$ cat src/rtl/add_arb_ctrl.sv
// Two-requester arbiter/sequencer for the shared adder and 7-seg display.
// Define ADD_ARB_FIXED_PRIO_EN for fixed priority (requester 0 wins ties).
module add_arb_ctrl #(
    parameter int unsigned SETTLE = 2,
    parameter int unsigned HOLD   = 4
) (
    input  logic       clk,
    input  logic       rst,
    input  logic [1:0] req,
    input  logic [3:0] a0,
    input  logic [3:0] b0,
    input  logic [3:0] a1,
    input  logic [3:0] b1,
    output logic [1:0] gnt,
    output logic [1:0] done,
    output logic [3:0] adder_a,
    output logic [3:0] adder_b,
    input  logic [6:0] adder_seg,
    input  logic       adder_cout,
    output logic [6:0] disp_seg,
    output logic       disp_cout
);

    typedef enum logic [1:0] {
        S_IDLE,
        S_DRIVE,
        S_HOLD
    } state_e;

    localparam logic [7:0] SETTLE_LD = 8'(SETTLE - 1);
    localparam logic [7:0] HOLD_LD   = 8'(HOLD - 1);

    state_e     state_q, state_d;
    logic [7:0] cnt_q, cnt_d;
    logic [1:0] gnt_q, gnt_d;
    logic [3:0] a_q, a_d;
    logic [3:0] b_q, b_d;
    logic [6:0] seg_q, seg_d;
    logic       cout_q, cout_d;
    logic       win;
    logic [1:0] done_d;

`ifdef ADD_ARB_FIXED_PRIO_EN
    assign win = ~req[0];
`else
    logic last_q, last_d;

    // On a tie the requester that did not win last time is served.
    assign win = (req == 2'b11) ? ~last_q : req[1];
`endif

    always_comb begin
        state_d = state_q;
        cnt_d   = cnt_q;
        gnt_d   = gnt_q;
        a_d     = a_q;
        b_d     = b_q;
        seg_d   = seg_q;
        cout_d  = cout_q;
        done_d  = 2'b00;
`ifndef ADD_ARB_FIXED_PRIO_EN
        last_d  = last_q;
`endif
        unique case (state_q)
            S_IDLE: begin
                if (|req) begin
                    a_d     = win ? a1 : a0;
                    b_d     = win ? b1 : b0;
                    gnt_d   = win ? 2'b10 : 2'b01;
                    cnt_d   = SETTLE_LD;
                    state_d = S_DRIVE;
`ifndef ADD_ARB_FIXED_PRIO_EN
                    last_d  = win;
`endif
                end
            end
            S_DRIVE: begin
                if (cnt_q == 8'd0) begin
                    seg_d   = adder_seg;
                    cout_d  = adder_cout;
                    cnt_d   = HOLD_LD;
                    state_d = S_HOLD;
                end else begin
                    cnt_d = cnt_q - 8'd1;
                end
            end
            S_HOLD: begin
                if (cnt_q == 8'd0) begin
                    done_d  = gnt_q;
                    gnt_d   = 2'b00;
                    state_d = S_IDLE;
                end else begin
                    cnt_d = cnt_q - 8'd1;
                end
            end
            default: begin
                gnt_d   = 2'b00;
                state_d = S_IDLE;
            end
        endcase
    end

    always_ff @(posedge clk) begin
        if (rst) begin
            state_q <= S_IDLE;
            cnt_q   <= 8'd0;
            gnt_q   <= 2'b00;
            a_q     <= 4'd0;
            b_q     <= 4'd0;
            seg_q   <= 7'h7F;
            cout_q  <= 1'b0;
`ifndef ADD_ARB_FIXED_PRIO_EN
            last_q  <= 1'b1;
`endif
        end else begin
            state_q <= state_d;
            cnt_q   <= cnt_d;
            gnt_q   <= gnt_d;
            a_q     <= a_d;
            b_q     <= b_d;
            seg_q   <= seg_d;
            cout_q  <= cout_d;
`ifndef ADD_ARB_FIXED_PRIO_EN
            last_q  <= last_d;
`endif
        end
    end

    assign gnt       = gnt_q;
    assign done      = done_d;
    assign adder_a   = a_q;
    assign adder_b   = b_q;
    assign disp_seg  = seg_q;
    assign disp_cout = cout_q;

endmodule

$ cat config.mk
export PLATFORM = sky130hd
export DESIGN_NAME = add_arb_ctrl
export DESIGN_NICKNAME = d
export VERILOG_FILES = /design/src/rtl/add_arb_ctrl.sv
export SDC_FILE = /design/constraint.sdc
export NUM_CORES = 1
export LEC_CHECK = 0
export CORE_MARGIN = 4
export CORE_UTILIZATION = 40
export CTS_BUF_LIST = sky130_fd_sc_hd__clkbuf_4
export DETAILED_ROUTE_END_ITERATION = 10
export HOLD_SLACK_MARGIN = 0.03
export PLACE_DENSITY = 0.7
export SETUP_SLACK_MARGIN = 0.05
export SYNTH_ARGS = -nofsm -noshare
export SYNTH_HDL_FRONTEND = slang
export SYNTH_SLANG_ARGS = --single-unit
$ cat constraint.sdc
create_clock -name clk -period 3 [get_ports clk]
set_clock_uncertainty 0.05 [all_clocks]
set_input_delay 0.45 -clock clk [delete_from_list [all_inputs] [get_ports clk]]
set_output_delay 0.45 -clock clk [all_outputs]
set_load 0.01 [all_outputs]
After elaboration in Yosys (flattened, before gate mapping)
Cells that the tools add are included.
- word-level logic and storage cells: 43
- latch bits: 0
- bits in writable memories: 0
- memories: 0
- flip-flop bits (word level): 29
- ROM bits: 0
- shift-type cells: 0
- mux-type cells: 16
- reduce and logical (&&, ||, !) cells: 9
- div/mod/pow operators: 0
- magnitude comparators: 0
- bitwise logic cells: 2
- equality and inequality tests: 7
- multipliers: 0
- add/sub/neg operators: 1
- operator list (operator ; count):
    2-to-1 mux 8 bit ; 3
    case mux 8 bit (3 select lines) ; 1
    2-to-1 mux 2 bit ; 7
    case mux 2 bit (3 select lines) ; 2
    AND reduction 3 bit ; 3
    logical NOT 8 bit ; 1
    2-to-1 mux 4 bit ; 2
    != test 2 bit (second input constant) ; 4
    subtractor 8 x 1 -> 8 bit (second input constant) ; 1
    == test 2 bit (second input constant) ; 2
    AND reduction 2 bit ; 2
    nonzero test 3 bit ; 1
    == test 2 x 1 -> 1 bit (second input constant) ; 1
    logical NOT 2 bit ; 1
    NOT 1 bit ; 2
    OR reduction 2 bit ; 1
    2-to-1 mux 1 bit ; 1

Depth between registers and ports, before layout
Gate-level depths: netlist of the first run.
- word-level depth: 5
- depth in mapped cells: 7
- depth with buffers taken out: 6

Least setup slack after synthesis of the first run
No wires, ideal clock.
- path kind: register to register
- start: register state_q[0]
- end: register cnt_q[4]
- arrival: 1.769 ns
- data required time: 2.883 ns
- setup time: 0.067 ns
- period minus slack after synthesis: 1.886 ns
- setup slack: 1.114 ns
- cell stages (with the launch flop): 8
- path buffers: 1
- cells stage by stage: dfxtp_1 > inv_1 > ha_1 > nor3b_4 > or2_1 > buf_6 > or4_4 > a21oi_2
- longest elaborated chain between the ends: 3
- elaborated cells on any way between the ends: 8
- RTL lines (element ; line ; source):
    from (decl) ; 33 ; state_e state_q, state_d;
    from (signal assigned) ; 116 ; state_q <= state_d;
    == test 2 bit, or another cell as far along ; 64 ; unique case (state_q)
    != test 2 bit (no source line) or nonzero test 3 bit (tied branches) ; - ;
    AND reduction 3 bit (no source line) ; - ;
    to (signal assigned) ; 117 ; cnt_q <= cnt_d;
    to (decl) ; 34 ; logic [7:0] cnt_q, cnt_d;
Several ways; a longest one is shown, not always the timed one.
A chain may end at the register's enable or synchronous reset.

Final worst setup path of the first run
- start: register cnt_q[0]
- end: output port done[0]
- longest elaborated chain between the ends: 3
- RTL lines (element ; line ; source):
    logical NOT 8 bit ; 88 ; if (cnt_q == 8'd0) begin
    2-to-1 mux 2 bit ; 88 ;
    2-to-1 mux 2 bit ; 64 ;
    to (decl) ; 15 ; output logic [1:0] done,
Every way passes these cells.

==> summary.md, run 1 <==
| Metric | Value |
|---|---|
| Synthesized area per cell | `between 8 and 9 µm²` |
| Biggest area contributors in the synthesized netlist | `dfxtp_1 38%, mux2i_1 5.9%, a21oi_1 4.9%` |
| Drt drc | `0` |
| CP Capture Type | `output pin` |
| Number of placed instances, taps included | `267` |
| Number of global-route vias before repair | `1295` |
| Proportion of synthesized chip area in sequential cells | `between 30% and 40%` |
| Ordered list of cells on the worst path | `inv_1, ha_1, nor4b_4, and3_1, and2_1, clkdlybuf4s50_1` |
| Distinct cell type count after synthesis | `43` |
| Count of filler cells inserted in the layout | `364` |
| Worst path arrival time | `2.24 ns` |
| Number of antenna violations at the first check in global routing | `0` |
| Inserted Clock Buffers | `5` |
| Total I/O pin count | `48` |
| Setup violation total in the final timing report | `0` |
| Num rows | `22` |
| Cell depth of the worst flop-to-flop path | `6` |
| Max layer used | `met4` |
| Number of gates on the worst path with buffers counted | `6` |
| Full die area | `approximately 4900 µm²` |
| Category of cells accounting for the largest share of critical-path delay | `simple AND/OR/NAND/NOR gates` |
| Core utilization of the finished layout | `56.5%` |
| Total global routing overflow | `0` |
| CTS clock-pin slew for the worst setup and hold paths | `0.08 ns` |
| Routed length on met1 | `1500 µm` |
| Netlist area before placement | `1530 µm²` |
| Syn Nets | `210` |
| CTS root buf | `clkbuf_4` |
| Maximum single-stage delay on the critical path | `0.53 ns` |
| Growth of design area from synthesis to finish | `36.1%` |
| Largest buffer count on any clock path | `2` |
| Worst setup SP type | `flop` |
| Outcome | `completed` |
| Yosys warns | `0` |
| Relative slew slack | `64.9%` |
| Maximum clock frequency | `366 MHz` |
| Height of the die | `between 60 and 70 µm` |
| Via density | `5.21` |
| Detailed router's first-iteration violation count | `78` |
| Post-route setup TNS | `0 ns` |
| Setup repair after global routing missed its margin | `false` |
| Number of max-cap violations | `0` |
| Final setup slack of the worst path | `around 0.26 ns` |
| Met3 wirelength from detailed routing | `250 µm` |
| Met2 Wirelength | `approximately 1600 µm` |
| Leading cell type in the layout, fill and taps excluded | `clkdlybuf4s50_1` |
| Slew Viols, Final | `0` |
| Hold-critical path depth | `2` |
| Number of synthesized register bits | `29` |
| Min Hold Slack | `between 0.4 and 0.5 ns` |
| Skew-Pair Late Insertion Delay | `around 0.32 ns` |
| Cells after synthesis | `around 180` |
| GPL Wtd Cong | `0.850` |
| Post-CTS Hold Fix Bufs | `0` |
| Area leader, netlist | `dfxtp_1` |
| Average routed wire per standard cell | `around 13 µm` |
| Top flip-flop cell by instance count after synthesis | `dfxtp_1` |
| Peak supply drop | `0.000416 V` |
| TritonCTS Sinks | `29` |
| Initial core utilization | `41.5%` |
| Chip Width | `69.9 µm` |
| Actual slew at the worst max-slew pin | `0.525 ns` |
| Largest net degree at the start of global routing | `18` |
| Share of the cycle needed by the critical path after routing | `91.2%` |
| Crit Path Class | `reg -> out` |
| P per Cell Area | `963 nW/µm²` |
| Core region area | `3690 µm²` |
| Share of post-route cells with drive strength above 1 | `9.33%` |
| Number of hold violations in the final report | `0` |
| Post-route ant nets | `0` |
| Routed wire length | `3440 µm` |
| Worst slack, placed | `0.621 ns` |
| Total via count in the routed design | `1422` |
| Area fraction of the dominant cell type after synthesis | `37.9%` |
| HPWL after DPL | `approximately 2600 µm` |
| Buffer and inverter count on the worst path | `2` |
| Proportion of synthesized flip-flops having asynchronous set or reset | `0%` |
| Post-cts gate resize count | `0` |
| Period minus WS final | `2.74 ns` |
| Number of H-tree levels | `2` |
| Final nets | `259` |
| Diodes inserted | `0` |
| Number of enable-type register cells in the synthesized netlist | `0` |
| Number of buffers added on ports | `47` |
| Post-CTS Setup Repair Bufs | `0` |
| Total global-route track usage | `between 10% and 20%` |
| Number of optimization iterations in the first detailed-route pass | `4` |
| Crit path max-delay cell type | `clkdlybuf4s50_1` |
| Finished Layout Cells | `273` |
| Leakage | `0.820 nW` |
| CP required | `roughly 2.5 ns` |
| Global-route wire length before repair | `5690 µm` |
| Critical-path maximum fanout | `11` |
| Most frequent cells in the layout | `47 x clkdlybuf4s50_1, 29 x dfxtp_1, 19 x nand2_1` |
| Worst hold path class | `reg -> reg` |
| TritonCTS clock tree | `yes` |
worst min-delay path, delay by kind of cell, from the launching register on:
| family | cells | cell delay [ns] |
|---|---|---|
| compound gates | 1 | 0.05 |
| flops | 1 | 0.31 |
| simple gates | 1 | 0.05 |
Yosys cell counts (4+ instances only):
cell      number
a211oi_1       8
a21oi_1       15
buf_2          4
dfxtp_1       29
ha_1           5
inv_1          5
mux2i_1        9
nand2_1       19
nand3_1        9
nor2_1        12
nor3_1         4
o21ai_0       10
o31ai_1        5
through the flow:
step	power [mW]	instance area, µm²
2_1_floorplan	1.45	1530
3_3_place_gp	1.80	2040
3_5_place_dp	1.81	2040
4_1_cts	2.03	2080
5_1_grt	2.18	2080
6_report	2.01	2080
registers in the layout (all words and copies together), names as in the netlist:
register   cells
adder_a        4
adder_b        4
cnt_q          8
disp_cout      1
disp_seg       7
gnt            2
last_q         1
state_q        2
cell families (layout without fill, tap and decap cells):
logic type	after synthesis	after routing	share of synthesized area [%]
DFF	29	29	37.9
adders and majority gates	5	5	4.08
AOI/OAI and AO/OA	48	48	20.9
buffers and inverters	16	64	5.23
muxes	9	9	5.88
and+or+nand+nor	70	70	26.0
area by class of cell:
| class | count | area, µm² | area share [%] |
|---|---|---|---|
| multi-input cells | 132 | 871 | 41.8 |
| clock buffers | 5 | 37.5 | 1.80 |
| well taps | 48 | 60.1 | 2.88 |
| repair buffers | 52 | 508 | 24.4 |
| flip-flops and latches | 29 | 581 | 27.9 |
| clock inverters | 1 | 5.00 | 0.240 |
| inverters | 6 | 22.5 | 1.08 |
worst paths after layout:
check / from / endpoint / slack [ns]
max: cnt_q[0]$_SDFFE_PP0P_ / done[0] / 0.26
min: disp_cout$_SDFFE_PP0P_ / disp_cout$_SDFFE_PP0P_ / 0.40
max reg2reg: state_q[1]$_SDFFE_PP0P_ / cnt_q[4]$_SDFFE_PP0P_ / 0.92
min reg2reg: disp_cout$_SDFFE_PP0P_ / disp_cout$_SDFFE_PP0P_ / 0.40
per-layer routing:
layer  up-vias  GRT usage [%]
li1        740              -
met1       626           16.0
met2        51           24.4
met3         5           6.19
met4         0           5.11
met5         -              0
power breakdown:
group / total (mW) / switching [mW] / internal (mW)
logic: 1.18 / 0.604 / 0.578
clock network: 0.205 / 0.124 / 0.0810
registers: 0.620 / 0.0996 / 0.521
Note: power is estimated with default switching activity, not from simulation.
==> inputs of run 2 (changes only) <==
--- a/config.mk
+++ b/config.mk
@@ -5,6 +5,7 @@
 export SDC_FILE = /design/constraint.sdc
 export NUM_CORES = 1
 export LEC_CHECK = 0
+export CAP_MARGIN = 10
 export CORE_MARGIN = 4
 export CORE_UTILIZATION = 40
 export CTS_BUF_LIST = sky130_fd_sc_hd__clkbuf_4
==> results of run 2 <==
Final layout, timing and power as in run 1 (identical DEF).
